--- src/rtl/uart_tx_arbiter.sv ---
`default_nettype none
// +-----------------------------------------------------------------------------+
// | uart_tx_arbiter : round-robin, message-atomic sharing of the UART TX enqueue |
// | port. UART_TX_ARB_TIMEOUT_EN adds a forced release of an idle owner.        |
// | Revision 1.0                                                                |
// +-----------------------------------------------------------------------------+
module uart_tx_arbiter #(
   parameter int N_REQ       = 4,
   parameter int TIMEOUT_CYC = 256
) (
   input  logic               clk,
   input  logic               rst_n,
   input  logic [N_REQ-1:0]   req_valid_i,
   input  logic [N_REQ*8-1:0] req_data_i,
   input  logic [N_REQ-1:0]   req_last_i,
   output logic [N_REQ-1:0]   req_ready_o,
   input  logic               tx_enable_i,
   input  logic               flush_i,
   output logic [7:0]         tx_d_o,
   output logic               tx_d_valid_o,
   input  logic               tx_d_ready_i,
   output logic [N_REQ-1:0]   grant_o,
   output logic               busy_o,
   output logic               timeout_o
);

   localparam int IW = (N_REQ > 1) ? $clog2(N_REQ) : 1;

   typedef enum logic [0:0] {
      IDLE   = 1'b0,
      STREAM = 1'b1
   } state_t;

   state_t            state_q;
   logic [N_REQ-1:0]  grant_q;
   logic [IW-1:0]     owner_q;
   logic [IW-1:0]     last_grant_q;

   logic [7:0]        req_byte [N_REQ];

   generate
      for (genvar i = 0; i < N_REQ; i++) begin : g_unpack
         assign req_byte[i] = req_data_i[8*i +: 8];
      end
   endgenerate

   // Round-robin search starting one past the previous owner, wrapping at N_REQ.
   logic          arb_found;
   logic [IW-1:0] arb_idx;
   logic [IW:0]   cand;

   always_comb begin
      arb_found = 1'b0;
      arb_idx   = '0;
      cand      = '0;
      for (int k = 1; k <= N_REQ; k++) begin
         cand = {1'b0, last_grant_q} + (IW+1)'(k);
         if (cand >= (IW+1)'(N_REQ)) begin
            cand = cand - (IW+1)'(N_REQ);
         end
         if (!arb_found && req_valid_i[cand[IW-1:0]]) begin
            arb_found = 1'b1;
            arb_idx   = cand[IW-1:0];
         end
      end
   end

   logic pass_en;
   logic owner_valid;
   logic hs_last;

   assign pass_en      = (state_q == STREAM) && !flush_i && rst_n;
   assign owner_valid  = req_valid_i[owner_q];
   assign tx_d_valid_o = pass_en && owner_valid;
   assign tx_d_o       = tx_d_valid_o ? req_byte[owner_q] : 8'h00;
   assign req_ready_o  = pass_en ? (grant_q & {N_REQ{tx_d_ready_i}}) : '0;
   assign hs_last      = tx_d_valid_o && tx_d_ready_i && req_last_i[owner_q];

   assign grant_o = grant_q;
   assign busy_o  = (state_q == STREAM);

`ifdef UART_TX_ARB_TIMEOUT_EN
   localparam int CW = $clog2(TIMEOUT_CYC + 1);

   logic [CW-1:0] idle_cnt_q;
   logic [CW-1:0] idle_cnt_d;
   logic          timeout_q;
   logic          idle_expire;

   assign idle_cnt_d  = idle_cnt_q + CW'(1);
   assign idle_expire = (state_q == STREAM) && !owner_valid && (idle_cnt_d == CW'(TIMEOUT_CYC));
   assign timeout_o   = timeout_q;
`else
   assign timeout_o   = 1'b0 & (TIMEOUT_CYC == 0);
`endif

   always_ff @(posedge clk) begin
      if (!rst_n) begin
         state_q      <= IDLE;
         grant_q      <= '0;
         owner_q      <= '0;
         last_grant_q <= IW'(N_REQ - 1);
`ifdef UART_TX_ARB_TIMEOUT_EN
         idle_cnt_q   <= '0;
         timeout_q    <= 1'b0;
`endif
      end else if (flush_i) begin
         state_q <= IDLE;
         grant_q <= '0;
      end else begin
         case (state_q)
            IDLE: begin
               if (tx_enable_i && arb_found) begin
                  state_q <= STREAM;
                  owner_q <= arb_idx;
                  grant_q <= N_REQ'(1) << arb_idx;
`ifdef UART_TX_ARB_TIMEOUT_EN
                  idle_cnt_q <= '0;
`endif
               end
            end
            STREAM: begin
               if (hs_last) begin
                  state_q      <= IDLE;
                  grant_q      <= '0;
                  last_grant_q <= owner_q;
               end
`ifdef UART_TX_ARB_TIMEOUT_EN
               else if (idle_expire) begin
                  state_q      <= IDLE;
                  grant_q      <= '0;
                  last_grant_q <= owner_q;
                  timeout_q    <= 1'b1;
               end
               // A stalled-but-valid owner is not idle, so only missing valid advances the count.
               if (owner_valid) begin
                  idle_cnt_q <= '0;
               end else if (!idle_expire) begin
                  idle_cnt_q <= idle_cnt_d;
               end
`endif
            end
            default: begin
               state_q <= IDLE;
               grant_q <= '0;
            end
         endcase
      end
   end

endmodule
`default_nettype wire

--- config.mk ---
export PLATFORM = sky130hd
export DESIGN_NAME = uart_tx_arbiter
export DESIGN_NICKNAME = d
export VERILOG_FILES = /design/src/rtl/uart_tx_arbiter.sv
export SDC_FILE = /design/constraint.sdc
export NUM_CORES = 1
export LEC_CHECK = 0
export ABC_CLOCK_PERIOD_IN_PS = 2450
export BUFFER_PORTS_ARGS = -buffer_cell sky130_fd_sc_hd__buf_2
export CAP_MARGIN = 20
export CORE_MARGIN = 8
export CORE_UTILIZATION = 44
export DETAILED_ROUTE_END_ITERATION = 10
export HOLD_SLACK_MARGIN = 0.1
export PLACE_DENSITY = 0.85
export REMOVE_ABC_BUFFERS = 1
export SLEW_MARGIN = 20
export SYNTH_ARGS = -nofsm -noshare
export SYNTH_HDL_FRONTEND = slang
export SYNTH_SLANG_ARGS = --single-unit
--- constraint.sdc ---
create_clock -name clk -period 2.45 [get_ports clk]
set_input_delay 0 -clock clk [delete_from_list [all_inputs] [get_ports clk]]
set_output_delay 0 -clock clk [all_outputs]
set_load 0.01 [all_outputs]
## Yosys cells after proc, flatten, opt, wreduce, memory -nomap -nowiden

Index checks and enable logic that the tools add are counted.

- Output and inout port bits: 19
- Input port bits: 45
- Logic and storage cells: 82
- Bits in registers: 9

- Reductions and logical operators: 17
- Bitwise gates (word level): 5
- Multiplexer cells: 35
- Eq/ne operators: 2
- Shift-type cells: 1
- $add $sub $neg: 8
- Magnitude comparators: 10

Operators with widths:

| kind | count |
|---|---|
| two-way mux 8 bit | 3 |
| binary-select mux 8 bit (select 2 bit) | 1 |
| two-way mux 2 bit | 8 |
| greater-or-equal comparator 3 bit (second input constant) | 5 |
| < comparator 2 x 3 -> 1 bit (second input constant) | 5 |
| binary-select mux 1 bit (select 2 bit) | 6 |
| two-way mux 1 bit | 12 |
| two-way mux 4 bit | 3 |
| logical AND 1 bit | 9 |
| one-hot mux 4 bit (2 select lines) | 1 |
| subtractor 2 x 1 -> 2 bit (second input constant) | 4 |
| adder 2 x 2 -> 3 bit (second input constant) | 2 |
| AND reduction 3 bit | 2 |
| bitwise AND 4 bit | 1 |
| zero test 1 bit | 4 |
| left shift 1 x 2 -> 4 bit (first input constant) | 1 |
| adder 2 x 1 -> 3 bit (second input constant) | 1 |
| adder 2 x 3 -> 3 bit (second input constant) | 1 |
| inverter 1 bit | 3 |
| inverter 2 -> 3 bit | 1 |
| inequality test 2 x 1 -> 1 bit (second input constant) | 1 |
| inequality test 2 bit (second input constant) | 1 |
| one-hot mux 1 bit (2 select lines) | 1 |
| AND reduction 2 bit | 1 |
| OR reduction 2 bit | 1 |

## Logic depth before layout (Yosys ltp)

Gate-level depths: netlist of run 1.

- Word-level depth: 18
- Mapped depth: 7
- Depth with buffers taken out: 5

## Least setup slack after synthesis of run 1

OpenSTA, ideal clock, no wires.

- Path kind: reg2reg
- Start: reg owner_q[1]
- End: reg grant_q[2], in the netlist grant_o[2]
- Path buffers: 1
- Stages on the path, launching flop included: 7
- Arrival time: 1.347 ns
- Period minus slack after synthesis: 1.407 ns
- Setup time: 0.060 ns
- Path slack: 1.043 ns
- Data required time: 2.390 ns
- Path through: dfxtp_1 -> clkbuf_1 -> inv_1 -> o211ai_4 -> o211ai_4 -> a2111oi_2 -> a41o_1

- Word-level cells in the longest chain between the ends: 7
- Elaborated cells on any way between the ends: 9
- Classes of those cells: eq/ne: 1; mux: 4; reduce/logical: 4

RTL lines:

| what | RTL line | RTL |
|---|---|---|
| start: declaration | 36 | `logic [IW-1:0] owner_q;` |
| start signal: assignment | 115 | `owner_q <= arb_idx;` |
| binary-select mux 1 bit (select 2 bit) | 73 | `assign owner_valid = req_valid_i[owner_q];` |
| two-way mux 1 bit (implied by the code) | 73 |  |
| logical AND 1 bit | 74 | `assign tx_d_valid_o = pass_en && owner_valid;` |
| logical AND 1 bit | 77 | `assign hs_last = tx_d_valid_o && tx_d_ready_i && req_last_i[owner_q];` |
| logical AND 1 bit (*) | 77 |  |
| inequality test 2 x 1 -> 1 bit (no source line) (*) | n/a |  |
| AND reduction 2 bit (no source line) (*) | n/a |  |
| end signal: assignment | 116 | `grant_q <= N_REQ'(1) << arb_idx;` |
| end: declaration | 35 | `logic [N_REQ-1:0] grant_q;` |

Mark *: on every way between the ends. The rest lies on a longest branch, timed or not. The select of a mux whose other input is x is not followed.
A chain may end at the register's enable or synchronous reset.

## Final worst setup path of run 1

- Start: reg owner_q[0]
- End: out tx_d_o[5]

- Word-level cells in the longest chain between the ends: 5
- Elaborated cells on any way between the ends: 8
- Classes of those cells: mux: 6; bitwise: 1; reduce/logical: 1

RTL lines:

| what | RTL line | RTL |
|---|---|---|
| inverter 2 -> 3 bit (implied by the code) | 75 | `assign tx_d_o = tx_d_valid_o ? req_byte[owner_q] : 8'h00;` |
| binary-select mux 8 bit (select 2 bit) | 75 |  |
| two-way mux 8 bit (implied by the code) (2 in a row) | 75 |  |
| two-way mux 8 bit (*) | 75 |  |
| end: declaration | 19 | `output logic [7:0] tx_d_o,` |

Marks and branches as above.

==> results of run 1 <==
[worst register-to-register path: stages, from the launching register on]
cell,delay [ps]
dfxtp_1,580
nand3_1,200
o211ai_4,140
o211ai_4,160
a2111oi_2,380
a41o_1,120
[layout by cell type, fill, tap and decap left out, drive strengths merged, types with 2 or more instances in the layout]
cell and instances:
buf 64, nor2b 10, mux4 9, dfxtp 9
nand2 8, nand3 7, a21oi 7, o21ai 7
nor2 4, and2 4, clkbuf 4, inv 3
o211ai 3, nand3b 3, or2b 2, nand2b 2
a21boi 2, or3 2
[cells in the mapped netlist, drive strengths merged, types with 4 or more instances]
master,count
nand2,8
nor2,4
mux4,9
nand3,7
and2,4
nor2b,10
buf,5
dfxtp,9
a21oi,7
o21ai,7
[flip-flops by register name, summed over array words and instances, names as in the netlist]
| register | cells |
|---|---|
| last_grant_q | 2 |
| busy_o | 1 |
| owner_q | 2 |
| grant_o | 4 |
[area by class of cell]
cell class / instances / share of cell area [%]
sequential: 9 / 14.2
timing repair buffer: 65 / 26.4
inverter: 3 / 0.886
tap: 27 / 2.66
clock buffer: 4 / 2.07
multi-input combinational: 80 / 53.8
[repair_timing]
| item | in CTS | in global routing |
|---|---|---|
| endpoints found under the hold margin | 4 | 0 |
| gates resized for setup | 0 | 0 |
| hold buffers | 1 | 0 |
[stage by stage]
step	utilization (%)	setup slack (ps)	hold WS (ps)
2_1_floorplan	-	679	61.9
3_3_place_gp	62.9	858	214
3_5_place_dp	62.9	824	224
4_1_cts	64.8	554	135
5_1_grt	64.8	322	159
6_report	64.8	549	145
[how the worst max path moves through the flow]
stage                             from                      end  slack (ps)  cells past startpoint
2_1_floorplan  owner_q[0]$_SDFFE_PN0P_  grant_o[2]$_SDFFE_PP0P_         680                      5
3_3_place_gp   owner_q[0]$_SDFFE_PN0P_                tx_d_o[1]         860                      5
3_5_place_dp   owner_q[0]$_SDFFE_PN0P_  grant_o[2]$_SDFFE_PP0P_         820                      5
4_1_cts        owner_q[0]$_SDFFE_PN0P_                tx_d_o[5]         550                      5
5_1_grt        owner_q[0]$_SDFFE_PN0P_                tx_d_o[2]         320                      5
6_report       owner_q[0]$_SDFFE_PN0P_                tx_d_o[5]         550                      5
[power groups by stage]
stage                     logic [uW]  registers [uW]  clock network (uW)
after detailed placement         129             165                   0
after CTS                        131             161                 116
final                            131             162                 116
after floorplan                 67.3             167                   0
after global placement           125             164                   0
after global routing             143             163                 124
[cell families after synthesis]
group | count (synthesis) | share of synthesized area [%]
compound gates | 24 | 22.1
buf+inv | 10 | 6.37
flops | 9 | 19.5
mux | 10 | 23.0
other cells | 1 | 0.406
simple gates | 45 | 28.6
[layer usage]
metal  track usage, %  vias to the layer above  part of all wire [%]
met5                0                        -                     0
met4             3.25                        0                  0.98
met3             4.53                        8                    16
met2             29.5                       78                    46
met1             16.9                      479                    37
li1                 -                      494                     -
==> results.yml, run 1 <==
power:
  totalPowerFinal_uw: 408
  p_leak_uw: 0.000594
  power.internal_uw: 288
  p_sw_uw: 120
  clkPwrFrac_pct: 28.3
  p_seq_share_pct: 39.6
  combPwrFrac_pct: 32.1
  swShare_pct: 29.5
  power.density_mw_per_mm2: 321
  ir_worst_vdd_mv: 0.251
clock_network:
  clock_latency_ps: 260
  cts_buffers: 3
  clk_pin_slew_ps: 60
  root_buffer: "clkbuf_4"
  h-tree-depth: 1
  cts.sinks: 9
  tritoncts: "built"
  clockBufferDepth: 2
  post_cts_buffers: 0
synth:
  synth_area_leader_cell: "mux4_2"
  synth_seq_cells: 9
  yosys.area.top_type_share_pct: 22.0
  synthTopCellsByArea: "mux4_2 (22%), dfxtp_1 (20%), nor2b_1 (6.1%), o211ai_4 (4.6%), a21oi_1 (3.8%)"
  postSynthAreaPerCell_sq_um: 9.33
  netlist_instances: 99
  synth_cell_types: 35
  yosysWarningCount: 0
  dominantRegCellSynth: "dfxtp_1"
  ys_async_sr_fraction_pct: 0
  ys_seq_area_share_pct: 19.5
  synth_edf_count: 0
  syn_area_sq_um: 923
worst_setup_path:
  crit_fanout: 10
  arrival_ps: 1900
  crit_family: "flip-flops"
  reg2reg_slack_ps: 810
  slowest_stage: "dfxtp_1"
  end_kind: "output pin"
  cp_cell_sequence: "buf_4, mux4_2, nand3_1, nor2b_1, buf_2"
  critical_path_class: "reg -> out"
  start_kind: "flip-flop"
  crit_required_ps: 2450
  reg2regPathDepth: 5
  worstReg2RegEnd: "grant_o[2]$_SDFFE_PP0P_"
  slowest_delay_ps: 580
  r2r-start: "owner_q[0]$_SDFFE_PN0P_"
  crit_buf_inv: 2
timing:
  fmax_mhz: 526
  min_period_ps: 1900
  drv_slew: 0
  min_period_over_period_pct: 77.6
  timing_hold_violations_final: 0
  rsz0062_at_grt: "no"
  final-setup-viol-count: 0
  tns_ps: 0
  finClkSkew_ps: 6.96
floorplan:
  initial_utilization_pct: 47.1
  io_pins: 64
  core_sq_mm: 0.00196
  num_rows: 16
  die_h_um: 61.8
  dieArea_sq_mm: 0.00382
  die_x_um: 61.8
placed_design:
  placedCellCount: 183
  hpwl_um: 2610
  portBuffers: 62
  place_area_sq_mm: 0.00123
  place_congestion: 0.861
min_path:
  hp-start: "flush_i"
  holdPathStages: 4
  min_path_type: "in -> reg"
  holdPathEnd: "owner_q[1]$_SDFFE_PN0P_"
route:
  wl_per_cell_um: 16.3
  drtAntennaViolNets: 0
  vias: 1059
  drt-total-wl_um: 3070
  drc: 0
  drtIter0Drc: 58
  vias_per_cell: 5.63
  first_pass_iters: 4
run:
  cap_violations: 0
outcome:
  status: "finished clean"
cells_and_area:
  n_antenna_cell: 0
  seqCellArea_sq_um: 180
  nets: 207
  multi_input_area_sq_um: 684
  fillers: 173
  fin_area_sq_mm: 0.00127
  drive_above_1_share_pct: 54.7
  final_cells: 188
  syn2layout_area_growth_pct: 37.7
global_routing:
  grt_use_total_pct: 15.7
  grt_first_pass_wirelength_um: 4660
  grt_pass1_vias: 1077
  grt_max_degree: 13
  antenna_found_initial: 0
  grt-ovfl-total: 0
Power figures use the tool's default switching activity.
==> inputs of run 2 (changes only) <==
--- a/config.mk
+++ b/config.mk
@@ -5,14 +5,14 @@
 export SDC_FILE = /design/constraint.sdc
 export NUM_CORES = 1
 export LEC_CHECK = 0
-export ABC_CLOCK_PERIOD_IN_PS = 2450
+export ABC_CLOCK_PERIOD_IN_PS = 2000
 export BUFFER_PORTS_ARGS = -buffer_cell sky130_fd_sc_hd__buf_2
 export CAP_MARGIN = 20
 export CORE_MARGIN = 8
-export CORE_UTILIZATION = 44
+export CORE_UTILIZATION = 41
 export DETAILED_ROUTE_END_ITERATION = 10
 export HOLD_SLACK_MARGIN = 0.1
-export PLACE_DENSITY = 0.85
+export PLACE_DENSITY = 0.8
 export REMOVE_ABC_BUFFERS = 1
 export SLEW_MARGIN = 20
 export SYNTH_ARGS = -nofsm -noshare
==> constraint.sdc (replaced) <==
create_clock -name clk -period 2 [get_ports clk]
set_input_delay 0 -clock clk [delete_from_list [all_inputs] [get_ports clk]]
set_output_delay 0 -clock clk [all_outputs]
set_load 0.01 [all_outputs]
==> run 2 against run 1 <==
Sequential share of layout area about the same. Setup slack got worse by 390 ps. Global-route usage decreased by 1.4 points. Clock power rose by 23%. First-iteration DRC count down 38%. Critical endpoint is now tx_d_o[2]. Clock skew shrank 1.8 ps. Highest routed layer unchanged. Critical path type unchanged.
==> results.yml, run 2 (synthesis gave the netlist of run 1 again) <==
min_path:
  min_path_type: "in -> reg"
  holdPathStages: 4
  holdPathEnd: "owner_q[1]$_SDFFE_PN0P_"
  hp-start: "flush_i"
placed_design:
  placedCellCount: 184
  place_congestion: 0.860
  portBuffers: 62
  hpwl_um: 2430
power:
  swShare_pct: 29.3
  power.density_mw_per_mm2: 392
  p_seq_share_pct: 39.3
  p_sw_uw: 146
  p_leak_uw: 0.000594
  totalPowerFinal_uw: 499
  ir_worst_vdd_mv: 0.251
  clkPwrFrac_pct: 28.7
  combPwrFrac_pct: 31.9
  power.internal_uw: 352
floorplan:
  die_x_um: 63.5
  num_rows: 17
  io_pins: 64
  dieArea_sq_mm: 0.00403
  core_sq_mm: 0.00217
  initial_utilization_pct: 42.6
  die_h_um: 63.5
cells_and_area:
  final_cells: 189
  final_cell_mix: "buf_2 (62), mux4_2 (9), nor2b_1 (9), dfxtp_1 (9), nand2_1 (8)"
  n_antenna_cell: 0
  nets: 207
  largest_reg_flops: 4
  syn2layout_area_growth_pct: 37.8
  drive_above_1_share_pct: 54.7
  final_common_cell: "buf_2"
worst_setup_path:
  reg2regPathDepth: 4
  start_kind: "flip-flop"
  critical_path_class: "reg -> out"
  arrival_ps: 1840
  reg2reg_slack_ps: 430
  worstReg2RegEnd: "grant_o[2]$_SDFFE_PP0P_"
  crit_fanout: 8
  cp_cell_sequence: "buf_4, mux4_2, nor2b_1, buf_2"
  crit_family: "multiplexers"
  slowest_delay_ps: 520
  crit_required_ps: 2000
  crit_buf_inv: 2
  slowest_stage: "mux4_2"
  end_kind: "output pin"
  r2r-start: "busy_o$_SDFF_PP0_"
run:
  cap_violations: 0
route:
  drt-total-wl_um: 2850
  drc: 0
  vias_per_cell: 5.43
  first_pass_iters: 4
  drtAntennaViolNets: 0
  vias: 1027
  wl_per_cell_um: 15.1
  drtIter0Drc: 36
timing:
  final-setup-viol-count: 0
  fmax_mhz: 544
  timing_hold_violations_final: 0
  finClkSkew_ps: 5.15
  tns_ps: 0
  whs_ps: 134
  rsz0062_at_grt: "no"
  drv_slew: 0
  min_period_over_period_pct: 91.9
  min_period_ps: 1840
clock_network:
  post_cts_buffers: 0
  cts_buffers: 3
  clock_latency_ps: 260
  cts.sinks: 9
  post_cts_resized: 0
  tritoncts: "built"
  ctsHoldBuffers: 1
  clockBufferDepth: 2
  clk_pin_slew_ps: 70
  root_buffer: "clkbuf_4"
  h-tree-depth: 1
global_routing:
  grt_max_degree: 13
  grt-ovfl-total: 0
  antenna_found_initial: 0
  grt_pass1_vias: 1090
  grt_use_total_pct: 14.3
  grt_first_pass_wirelength_um: 4910
outcome:
  status: "finished clean"
## run 2: cell type report
type                            instances  area, sq um
Clock buffer                            4         26.3
Fill cell                             214          897
Inverter                                3         11.3
Multi-Input combinational cell         80          684
Sequential cell                         9          180
Tap cell                               28         35.0
Timing Repair Buffer                   65          335
## run 2: worst max path at each step
stage | end | depth (start not counted) | from
6_report | tx_d_o[2] | 4 | owner_q[0]$_SDFFE_PN0P_
5_1_grt | tx_d_o[2] | 4 | owner_q[0]$_SDFFE_PN0P_
4_1_cts | tx_d_o[2] | 4 | owner_q[0]$_SDFFE_PN0P_
3_5_place_dp | tx_d_o[2] | 4 | owner_q[0]$_SDFFE_PN0P_
3_3_place_gp | tx_d_o[2] | 4 | owner_q[0]$_SDFFE_PN0P_
2_1_floorplan | grant_o[2]$_SDFFE_PP0P_ | 5 | owner_q[0]$_SDFFE_PN0P_
## run 2: worst register-to-register path: stages (launching register included)
cell       delay, ps
dfxtp_1          400
and3_1           400
o211ai_4         190
a2111oi_2        390
a41o_1           130
## run 2: power by group through the flow
stage,clock (uW),sequential [uW],combinational (uW)
after CTS,147,196,160
after global placement,0,200,153
after floorplan,0,204,82.5
after detailed placement,0,200,158
final,143,196,159
after global routing,154,198,175
## run 2: per-stage QoR
stage	util [%]	setup slack, ps	cell area, sq um
finish	58.7	162	1270
detailed placement	57.0	435	1240
global route	58.7	58.3	1270
CTS	58.7	156	1270
global placement	57.0	483	1240
floorplan	-	229	876
## run 2: metal layers
layer | vias up | share of wire (%) | track usage, %
li1 | 490 | - | -
met1 | 480 | 44 | 17.1
met2 | 55 | 47 | 24.6
met3 | 2 | 8.2 | 3.36
met4 | 0 | 0.81 | 4.18
met5 | - | 0 | 0
==> inputs of run 3 (changes only) <==
--- a/config.mk
+++ b/config.mk
@@ -7,13 +7,12 @@
 export LEC_CHECK = 0
 export ABC_CLOCK_PERIOD_IN_PS = 2000
 export BUFFER_PORTS_ARGS = -buffer_cell sky130_fd_sc_hd__buf_2
-export CAP_MARGIN = 20
+export CAP_MARGIN = 40
 export CORE_MARGIN = 8
 export CORE_UTILIZATION = 41
 export DETAILED_ROUTE_END_ITERATION = 10
 export HOLD_SLACK_MARGIN = 0.1
 export PLACE_DENSITY = 0.8
-export REMOVE_ABC_BUFFERS = 1
 export SLEW_MARGIN = 20
 export SYNTH_ARGS = -nofsm -noshare
 export SYNTH_HDL_FRONTEND = slang
==> run 3 against run 2 <==
Clock power is essentially flat. Critical path depth is the same. Register-to-register slack is essentially flat. Die area is the same. Critical path type unchanged. Hold slack lost 7.1 ps. Cell area is the same. Power grew 0.64%. Wire length grew 12%. Sequential cell count is the same. Largest power group unchanged. Cell count is the same. Global-route usage grew 1.8 points. Critical endpoint is now tx_d_o[5]. Clock skew shrank 3.6 ps.
==> results.yml, run 3 (synthesis gave the netlist of run 1 again) <==
outcome:
  status: "finished clean"
global_routing:
  antenna_found_initial: 0
  grt_first_pass_wirelength_um: 5360
  grt_use_total_pct: 16.1
  grt_pass1_vias: 1128
  grt-ovfl-total: 0
  grt_max_degree: 13
worst_setup_path:
  reg2reg_slack_ps: 430
  crit_required_ps: 2000
  r2r-start: "busy_o$_SDFF_PP0_"
  crit_buf_inv: 1
  start_kind: "flip-flop"
  crit_path_start: "owner_q[1]$_SDFFE_PN0P_"
  crit_fanout: 9
  cp_cell_sequence: "mux4_2, nand3_1, nor2b_1, buf_2"
  critical_path_class: "reg -> out"
  end_kind: "output pin"
  slowest_delay_ps: 540
  slowest_stage: "mux4_2"
  crit_family: "multiplexers"
  arrival_ps: 1800
power:
  swShare_pct: 29.7
  combPwrFrac_pct: 32.8
  power.density_mw_per_mm2: 394
  ir_worst_vdd_mv: 0.285
  p_sw_uw: 149
  power.internal_uw: 353
  p_seq_share_pct: 38.9
  clkPwrFrac_pct: 28.3
  p_leak_uw: 0.000594
clock_network:
  clk_pin_slew_ps: 60
  cts.sinks: 9
  post_cts_resized: 0
  cts_buffers: 3
  clock_latency_ps: 260
  clockBufferDepth: 2
  root_buffer: "clkbuf_4"
  h-tree-depth: 1
  tritoncts: "built"
route:
  vias: 1031
  drt-total-wl_um: 3190
  drtAntennaViolNets: 0
  wl_per_cell_um: 16.9
  drtIter0Drc: 57
  vias_per_cell: 5.46
  first_pass_iters: 4
  drc: 0
placed_design:
  post-place-ws_ps: 462
  place_congestion: 0.853
  hpwl_um: 2640
  portBuffers: 62
  place_area_sq_mm: 0.00124
cells_and_area:
  drive_above_1_share_pct: 54.7
  largest_reg_flops: 4
  nets: 207
  seqCellArea_sq_um: 180
  final_common_cell: "buf_2"
  fin_area_sq_mm: 0.00127
  multi_input_area_sq_um: 684
  fillers: 215
  final_cell_mix: "buf_2 (62), mux4_2 (9), nor2b_1 (9), dfxtp_1 (9), nand2_1 (8)"
  syn2layout_area_growth_pct: 37.8
  n_antenna_cell: 0
timing:
  min_period_over_period_pct: 90.0
  final-setup-viol-count: 0
  finClkSkew_ps: 1.54
  tns_ps: 0
  drv_slew: 0
  fmax_mhz: 555
  timing_hold_violations_final: 0
  min_period_ps: 1800
  rsz0062_at_grt: "no"
  final.setup.worst_slack_ps: 199
synth:
  syn-num-nets: 144
floorplan:
  initial_utilization_pct: 42.6
  io_pins: 64
  die_h_um: 63.5
  num_rows: 17
  die_x_um: 63.5
  dieArea_sq_mm: 0.00403
  core_sq_mm: 0.00217
min_path:
  hp-start: "flush_i"
  min_path_type: "in -> reg"
run:
  cap_violations: 0
run 3: cell type report:
type	count	share of cell area [%]
inverter	3	0.885
multi-input combinational	80	53.8
tap	28	2.75
timing repair buffer	65	26.4
clock buffer	4	2.06
sequential	9	14.2
run 3: final timing paths:
| kind | end | cells after the start |
|---|---|---|
| worst max register to register | grant_o[2]$_SDFFE_PP0P_ | 4 |
| worst max-delay path | tx_d_o[5] | 4 |
| worst min-delay path | owner_q[0]$_SDFFE_PN0P_ | 4 |
| worst min register to register | grant_o[0]$_SDFFE_PP0P_ | 2 |
run 3: layer usage:
| layer | vias up | wire (um) | track usage (%) |
|---|---|---|---|
| met4 | 0 | 44 | 7.24 |
| met5 | - | 0 | 0 |
| met1 | 481 | 1350 | 17.8 |
| met2 | 54 | 1500 | 27.0 |
| met3 | 5 | 285 | 5.65 |
| li1 | 491 | - | - |
run 3: per-stage QoR:
| stage | hold slack [ps] | total power, uW | utilization, % | instances |
|---|---|---|---|---|
| 2_1_floorplan | 61.9 | 296 | - | 99 |
| 3_3_place_gp | 215 | 353 | 57.0 | 184 |
| 3_5_place_dp | 221 | 361 | 57.0 | 184 |
| 4_1_cts | 121 | 503 | 58.7 | 189 |
| 5_1_grt | 157 | 536 | 58.7 | 189 |
| 6_report | 126 | 502 | 58.7 | 189 |
run 3: power groups by stage:
stage	Sequential, uW	Clock [uW]	Combinational, uW
floorplan	198	0	97.2
global route	197	159	180
detailed placement	199	0	162
CTS	195	143	165
global placement	198	0	155
finish	195	142	165
run 3: worst register-to-register path, delay by kind of cell (launching register included):
family / cells / cell delay, ps
AOI/OAI and AO/OA: 3 / 740
DFF: 1 / 390
and+or+nand+nor: 1 / 390
run 3: repair_timing:
item                      CTS  global route
hold buffers                1             0
buffers inserted            0             0
hold endpoints to repair    4             0
